==> config.mk <==
export PLATFORM = sky130hd
export DESIGN_NAME = decode38_ctrl
export DESIGN_NICKNAME = d
export VERILOG_FILES = /design/src/rtl/decode38_ctrl.sv
export SDC_FILE = /design/constraint.sdc
export NUM_CORES = 1
export LEC_CHECK = 0
export ABC_AREA = 1
export CELL_PAD_IN_SITES_DETAIL_PLACEMENT = 1
export CELL_PAD_IN_SITES_GLOBAL_PLACEMENT = 2
export CORE_ASPECT_RATIO = 1.4
export CORE_UTILIZATION = 26
export DETAILED_ROUTE_END_ITERATION = 10
export GPL_ROUTABILITY_DRIVEN = 0
export HOLD_SLACK_MARGIN = 0.15
export PLACE_DENSITY = 0.81
export SLEW_MARGIN = 10
export SYNTH_ARGS = -nofsm -noshare
export SYNTH_HDL_FRONTEND = slang
export SYNTH_SLANG_ARGS = --single-unit
==> constraint.sdc <==
create_clock -name i_clk -period 1.5 [get_ports i_clk]
set_clock_uncertainty 0.1 [all_clocks]
set_input_delay 0.15 -clock i_clk [delete_from_list [all_inputs] [get_ports i_clk]]
set_output_delay 0.15 -clock i_clk [all_outputs]
set_load 0.02 [all_outputs]
==> src/rtl/decode38_ctrl.sv <==
// Registered 3-to-8 decoder: latches a handshaked code and drives it one-hot for
// HOLD_CYCLES cycles, or chases the one-hot bit 0..7. Define DECODE38_ACTIVE_LOW_EN for one-cold output.
module decode38_ctrl #(
    parameter int HOLD_CYCLES = 16,
    parameter int SCAN_DIV    = 4
) (
    input  logic       i_clk,
    input  logic       i_rst_n,
    input  logic       i_en,
    input  logic       i_valid,
    input  logic [2:0] i_code,
    input  logic       i_scan,
    output logic       o_ready,
    output logic [7:0] o_onehot,
    output logic [2:0] o_code,
    output logic       o_active
);

    localparam int HW = (HOLD_CYCLES > 1) ? $clog2(HOLD_CYCLES) : 1;
    localparam int SW = (SCAN_DIV > 1) ? $clog2(SCAN_DIV) : 1;

`ifdef DECODE38_ACTIVE_LOW_EN
    localparam logic [7:0] OH_POLARITY = 8'hFF;
`else
    localparam logic [7:0] OH_POLARITY = 8'h00;
`endif

    typedef enum logic [1:0] {
        ST_IDLE,
        ST_HOLD,
        ST_SCAN
    } state_t;

    state_t        state_reg, state_next;
    logic [2:0]    code_reg, code_next;
    logic [7:0]    onehot_reg, onehot_next;
    logic          active_reg, active_next;
    logic [HW-1:0] hold_cnt_reg, hold_cnt_next;
    logic [SW-1:0] div_reg, div_next;
    logic          transfer;

    assign o_ready  = i_en && (state_reg == ST_IDLE || state_reg == ST_SCAN);
    assign transfer = i_valid && o_ready;

    always_ff @(posedge i_clk or negedge i_rst_n) begin
        if (!i_rst_n) begin
            state_reg    <= ST_IDLE;
            code_reg     <= 3'd0;
            onehot_reg   <= OH_POLARITY;
            active_reg   <= 1'b0;
            hold_cnt_reg <= '0;
            div_reg      <= '0;
        end else begin
            state_reg    <= state_next;
            code_reg     <= code_next;
            onehot_reg   <= onehot_next;
            active_reg   <= active_next;
            hold_cnt_reg <= hold_cnt_next;
            div_reg      <= div_next;
        end
    end

    always_comb begin
        state_next    = state_reg;
        code_next     = code_reg;
        hold_cnt_next = hold_cnt_reg;
        div_next      = div_reg;

        if (!i_en) begin
            // Disable abandons any hold or scan in progress.
            state_next    = ST_IDLE;
            code_next     = 3'd0;
            hold_cnt_next = '0;
            div_next      = '0;
        end else begin
            case (state_reg)
                ST_IDLE: begin
                    if (transfer) begin
                        state_next    = ST_HOLD;
                        code_next     = i_code;
                        hold_cnt_next = HW'(HOLD_CYCLES - 1);
                    end else if (i_scan) begin
                        state_next = ST_SCAN;
                        code_next  = 3'd0;
                        div_next   = '0;
                    end
                end
                ST_HOLD: begin
                    if (hold_cnt_reg == '0) begin
                        state_next = ST_IDLE;
                    end else begin
                        hold_cnt_next = hold_cnt_reg - 1'b1;
                    end
                end
                ST_SCAN: begin
                    // A new code preempts the chaser.
                    if (transfer) begin
                        state_next    = ST_HOLD;
                        code_next     = i_code;
                        hold_cnt_next = HW'(HOLD_CYCLES - 1);
                    end else if (!i_scan) begin
                        state_next = ST_IDLE;
                    end else if (div_reg == SW'(SCAN_DIV - 1)) begin
                        div_next  = '0;
                        code_next = code_reg + 3'd1;
                    end else begin
                        div_next = div_reg + 1'b1;
                    end
                end
                default: begin
                    state_next    = ST_IDLE;
                    code_next     = 3'd0;
                    hold_cnt_next = '0;
                    div_next      = '0;
                end
            endcase
        end

        active_next = (state_next != ST_IDLE);
        onehot_next = active_next ? ((8'd1 << code_next) ^ OH_POLARITY) : OH_POLARITY;
    end

    assign o_onehot = onehot_reg;
    assign o_code   = code_reg;
    assign o_active = active_reg;

endmodule

== Word level (Yosys, flattened, before mapping) ==
Index checks and enable logic that the tools add are counted.
Storage, ports and cells
  flip-flop bits (word level): 20
  input bits: 8
  output and inout bits: 13
  logic and storage cells: 55
Operators by class
  add/sub/neg operators: 3
  equal/unequal tests: 10
  shifts and indexed selects: 1
  mux-type cells: 26
  reductions and logical operators: 9
Operators by type and width (number)
  2-to-1 mux 2 bit: 12
  2-to-1 mux 3 bit: 6
  != test 3 bit (second input constant): 5
  2-to-1 mux 4 bit: 3
  case mux 2 bit (3 select lines): 2
  case mux 3 bit (3 select lines): 1
  2-to-1 mux 8 bit: 1
  case mux 4 bit (2 select lines): 1
  left shift 1 x 3 -> 8 bit (first input constant): 1
  AND reduction 5 bit: 1
  == test 2 bit (second input constant): 2
  zero test 4 bit: 1
  subtractor 4 x 1 -> 4 bit (second input constant): 1
  adder 3 x 1 -> 3 bit (second input constant): 1
  != test 3 x 2 -> 1 bit (second input constant): 1
  adder 2 x 1 -> 2 bit (second input constant): 1
  == test 2 x 1 -> 1 bit (second input constant): 1
  logical AND 1 bit: 2
  zero test 2 bit: 1
  != test 2 bit (second input constant): 1
  AND reduction 2 bit: 1
  nonzero test 2 bit: 1
  OR reduction 2 bit: 1
  logical OR 1 bit: 1

== Logic depth before layout (Yosys ltp) ==
  word-level depth: 9
  mapped depth: 10
  mapped depth without buffers: 10

== Least setup slack after synthesis ==
No wires, ideal clock.
  path type: register -> register
  from: register code_reg[0] (netlist: o_code[0])
  to: register onehot_reg[0] (netlist: o_onehot[0])
  library setup time: 0.072 ns
  arrival: 1.316 ns
  data required time: 1.328 ns
  setup slack: 0.012 ns
  cell stages (with the launch flop): 9
  path buffers: 0
  period minus slack after synthesis: 1.488 ns
  cells stage by stage: dfrtp_1 -> ha_1 -> nand3_1 -> nand3_1 -> nand3_1 -> nand3_1 -> nand2_1 -> nand2_1 -> nor2_1
On the way
  cells in the longest elaborated chain, start to end: 8
  elaborated cells on any way between the ends: 10
  classes of those cells: add/sub (1); shift (1); mux (8)
Ends and longest elaborated chain
  from (decl): line 35  | logic [2:0] code_reg, code_next;
  from (signal assigned): line 55  | code_reg <= code_next;
  adder 3 x 1 -> 3 bit: line 105  | code_next = code_reg + 3'd1;
  2-to-1 mux 3 bit: line 103  | end else if (div_reg == SW'(SCAN_DIV - 1)) begin
  2-to-1 mux 3 bit: line 101  | end else if (!i_scan) begin
  2-to-1 mux 3 bit: line 97  | if (transfer) begin
  case mux 3 bit (3 select lines) (*): line 76  | case (state_reg)
  2-to-1 mux 3 bit (*): line 69  | if (!i_en) begin
  left shift 1 x 3 -> 8 bit (*): line 120  | onehot_next = active_next ? ((8'd1 << code_next) ^ OH_POLARITY) : OH_POLARITY;
  2-to-1 mux 8 bit (*): line 120
  via onehot_next[0]: line 36  | logic [7:0] onehot_reg, onehot_next;
  to (signal assigned): line 56  | onehot_reg <= onehot_next;
  to (decl): line 36
The timed path passes the listed nets; every way through them passes the cells marked *.
A chain may end at the register's enable or synchronous reset.

== Final worst setup path ==
  from: register state_reg[0]
  to: register hold_cnt_reg[0]
On the way
  cells in the longest elaborated chain, start to end: 6
  elaborated cells on any way between the ends: 12
  classes of those cells: eq/ne (4); mux (2); reduce/logical (6)
Ends and longest elaborated chain
  from (decl): line 34  | state_t state_reg, state_next;
  from (signal assigned): line 54  | state_reg <= state_next;
  == test 2 bit or zero test 2 bit (tied branches): line 42, 76
  logical OR 1 bit: line 42  | assign o_ready = i_en && (state_reg == ST_IDLE || state_reg == ST_SCAN);
  logical AND 1 bit: line 42
  logical AND 1 bit: line 43  | assign transfer = i_valid && o_ready;
  != test 3 x 2 -> 1 bit (no source line)
  AND reduction 2 bit (no source line)
  to (signal assigned): line 58  | hold_cnt_reg <= hold_cnt_next;
  to (decl): line 38  | logic [HW-1:0] hold_cnt_reg, hold_cnt_next;
Parallel ways exist; a longest one is shown, timed or not.

==> impl_metrics.ini <==
[routing]
vias = 1201
route.detailed.drc = 4
ant_nets = 0
drt-wirelength-per-cell_um = 16.7
dr.pass1.iters = 7
drtIter0Drc = 13
routed_via_density = 4.92
wirelength_mm = 4.07

[pwr]
comb_power_share_pct = 36.9
p_leak_nw = 0.962
vdd_drop_max_mv = 0.547
pwr_density_cell_nw_per_um2 = 967
swShare_pct = 31.9
switching_power_w = 0.000586
power.share.clock_pct = 29.2
power_frac_seq_pct = 33.9
intPower_w = 0.00125

[clock_tree]
cts.sinks = 20
htreeDepth = 1
cts_hold_buf = 0
clk_path_buf_depth = 2
cts_tree = yes
clockRootBuffer = clkbuf_8
numCtsBuffers = 3
worst_skew_pair.late_latency_ns = 0.26
clk_pin_slew_ns = 0.08

[layout]
nets = 215
final_common_cell = buf_4
largest_reg_flops = 8
insertedDiodeCount = 0
final_area_um2 = 1900
drive_gt1_share_pct = 43.8
layout_common_cells = buf_4, nand2_1, dfrtp_1, inv_1, clkdlybuf4s50_1
syn2layout_area_growth_pct = 72.0

[global_routing]
overflow = 0
grt_max_degree = 21
grt_pass1_vias = 1279
grt.total_usage_pct = 17.9
grt_pass1_wl_mm = 6.06
antenna_found_initial = 0

[hold_path]
hold_path.class = in2async

[status]
status = finished, violations left
violations = design-rule violations, negative setup slack

[die]
coreArea_um2 = 3990
start_util_pct = 27.7
rows = 27
pin_count = 21
dieArea_um2 = 4520
dieWidth_um = 57.1
dieHeight_um = 79.1

[setup_path]
critPathCaptureType = register
crit_path_start_kind = register
worstPathRequired_ns = 1.57
cp_max_fo = 5
path_class = reg2reg
cp.arrival_ns = 1.64

[synth]
synth_warnings = 0
synth_cell_type_count = 22
ys_ff_latch = 20
netlist_area_um2 = 1100
syn_avg_cell_area_um2 = 7.78
synthCells = 142
synth_fp_nets = 155
ys_seq_area_share_pct = 45.3

[sta]
setup_ws_ns = -0.0642
finalSetupViolCount = 5
hold_viol = 0
fmax_mhz = 639
rsz0062_at_grt = yes
fin_crit_sh_pct = 104
finalSetupTns_ns = -0.146
fin_crit_ns = 1.56
worst_hold_slack_ns = 0.140
slew_headroom_pct = 80.4
finalMaxSlewViolations = 0
worst_slew_pin_slew_ns = 0.294

[placement]
hpwl_mm = 2.75
dp_slack_ns = -0.337
dpl_cell_area_um2 = 1510
portBuffers = 20

[run]
maxCapViolCount = 0
==> final timing paths <==
path                                  from               to  slack (ns)  depth (start not counted)
min reg2reg                hold_cnt_reg[3]  hold_cnt_reg[3]        0.60                          2
max                           state_reg[0]  hold_cnt_reg[0]       -0.06                          7
min in group i_clk                    i_en      o_onehot[6]        0.44                          4
min                                i_rst_n      o_onehot[5]        0.14                          2
max in group asynchronous          i_rst_n     state_reg[0]        0.93                          2
max reg2reg                   state_reg[0]  hold_cnt_reg[0]       -0.06                          7
==> worst max-delay path: stages (launching register included) <==
cell and delay (ns):
dfrtp_2 0.47, nand2_2 0.12, nor2_4 0.06, buf_4 0.13, a22oi_2 0.26, buf_4 0.19, nand2_1 0.06, o21ai_0 0.09
==> cell families (layout without fill, tap and decap cells) <==
logic type	Yosys count	after routing	share of synthesized area, %
compound gates	15	15	7.25
fa+ha+maj	5	5	5.66
buf+inv	22	81	7.81
flops	20	20	45.3
mux	1	1	1.02
simple gates	79	79	33.0
==> cells in the mapped netlist (all sizes together) <==
cell type,number,share of area [%]
a21oi,7,3.2
a22oi,1,0.68
buf,1,0.68
dfrtp,20,45
ha,5,5.7
inv,21,7.1
mux2,1,1.0
nand2,38,13
nand3,17,9.3
nand4,2,1.1
nor2,19,7.1
nor3,1,0.91
nor4,1,0.57
o21ai,5,2.3
o22ai,2,1.1
or2,1,0.79
==> metrics by stage <==
stage | total power, W | cells | util, %
2_1_floorplan | 0.000852 | 142 | -
3_3_place_gp | 0.00106 | 225 | 37.9
3_5_place_dp | 0.00108 | 225 | 37.9
4_1_cts | 0.00170 | 237 | 43.2
5_1_grt | 0.00193 | 244 | 47.7
6_report | 0.00184 | 244 | 47.7
==> timing repair <==
item	4_1_cts	5_1_grt
pin swaps	14	13
gates resized for setup	32	32
buffers inserted	8	7
setup endpoints to repair	19	18
==> area by class of cell <==
cell class / count / area, um^2
fillers: 484 / 2090
clock buffers: 3 / 41.3
well taps: 43 / 53.8
repair buffers: 56 / 465
clock inverters: 1 / 30.0
flip-flops and latches: 20 / 504
multi-input cells: 100 / 724
inverters: 21 / 81.3
==> power groups by stage <==
stage	sequential, W	combinational (W)	clock [W]
floorplan	0.000644	0.000208	0
detailed placement	0.000625	0.000455	0
finish	0.000623	0.000679	0.000536
CTS	0.000619	0.000533	0.000549
global route	0.000628	0.000732	0.000575
global placement	0.000622	0.000434	0
==> layer usage <==
layer / routed length, um / track usage (%) / part of all wire, % / vias to the layer above
li1: - / - / - / 571
met1: 1520 / 18.4 / 37 / 589
met2: 2310 / 35.1 / 57 / 29
met3: 142 / 3.75 / 3.5 / 12
met4: 104 / 5.37 / 2.6 / 0
met5: 0 / 0 / 0 / -
(Power assumes the default switching activity.)
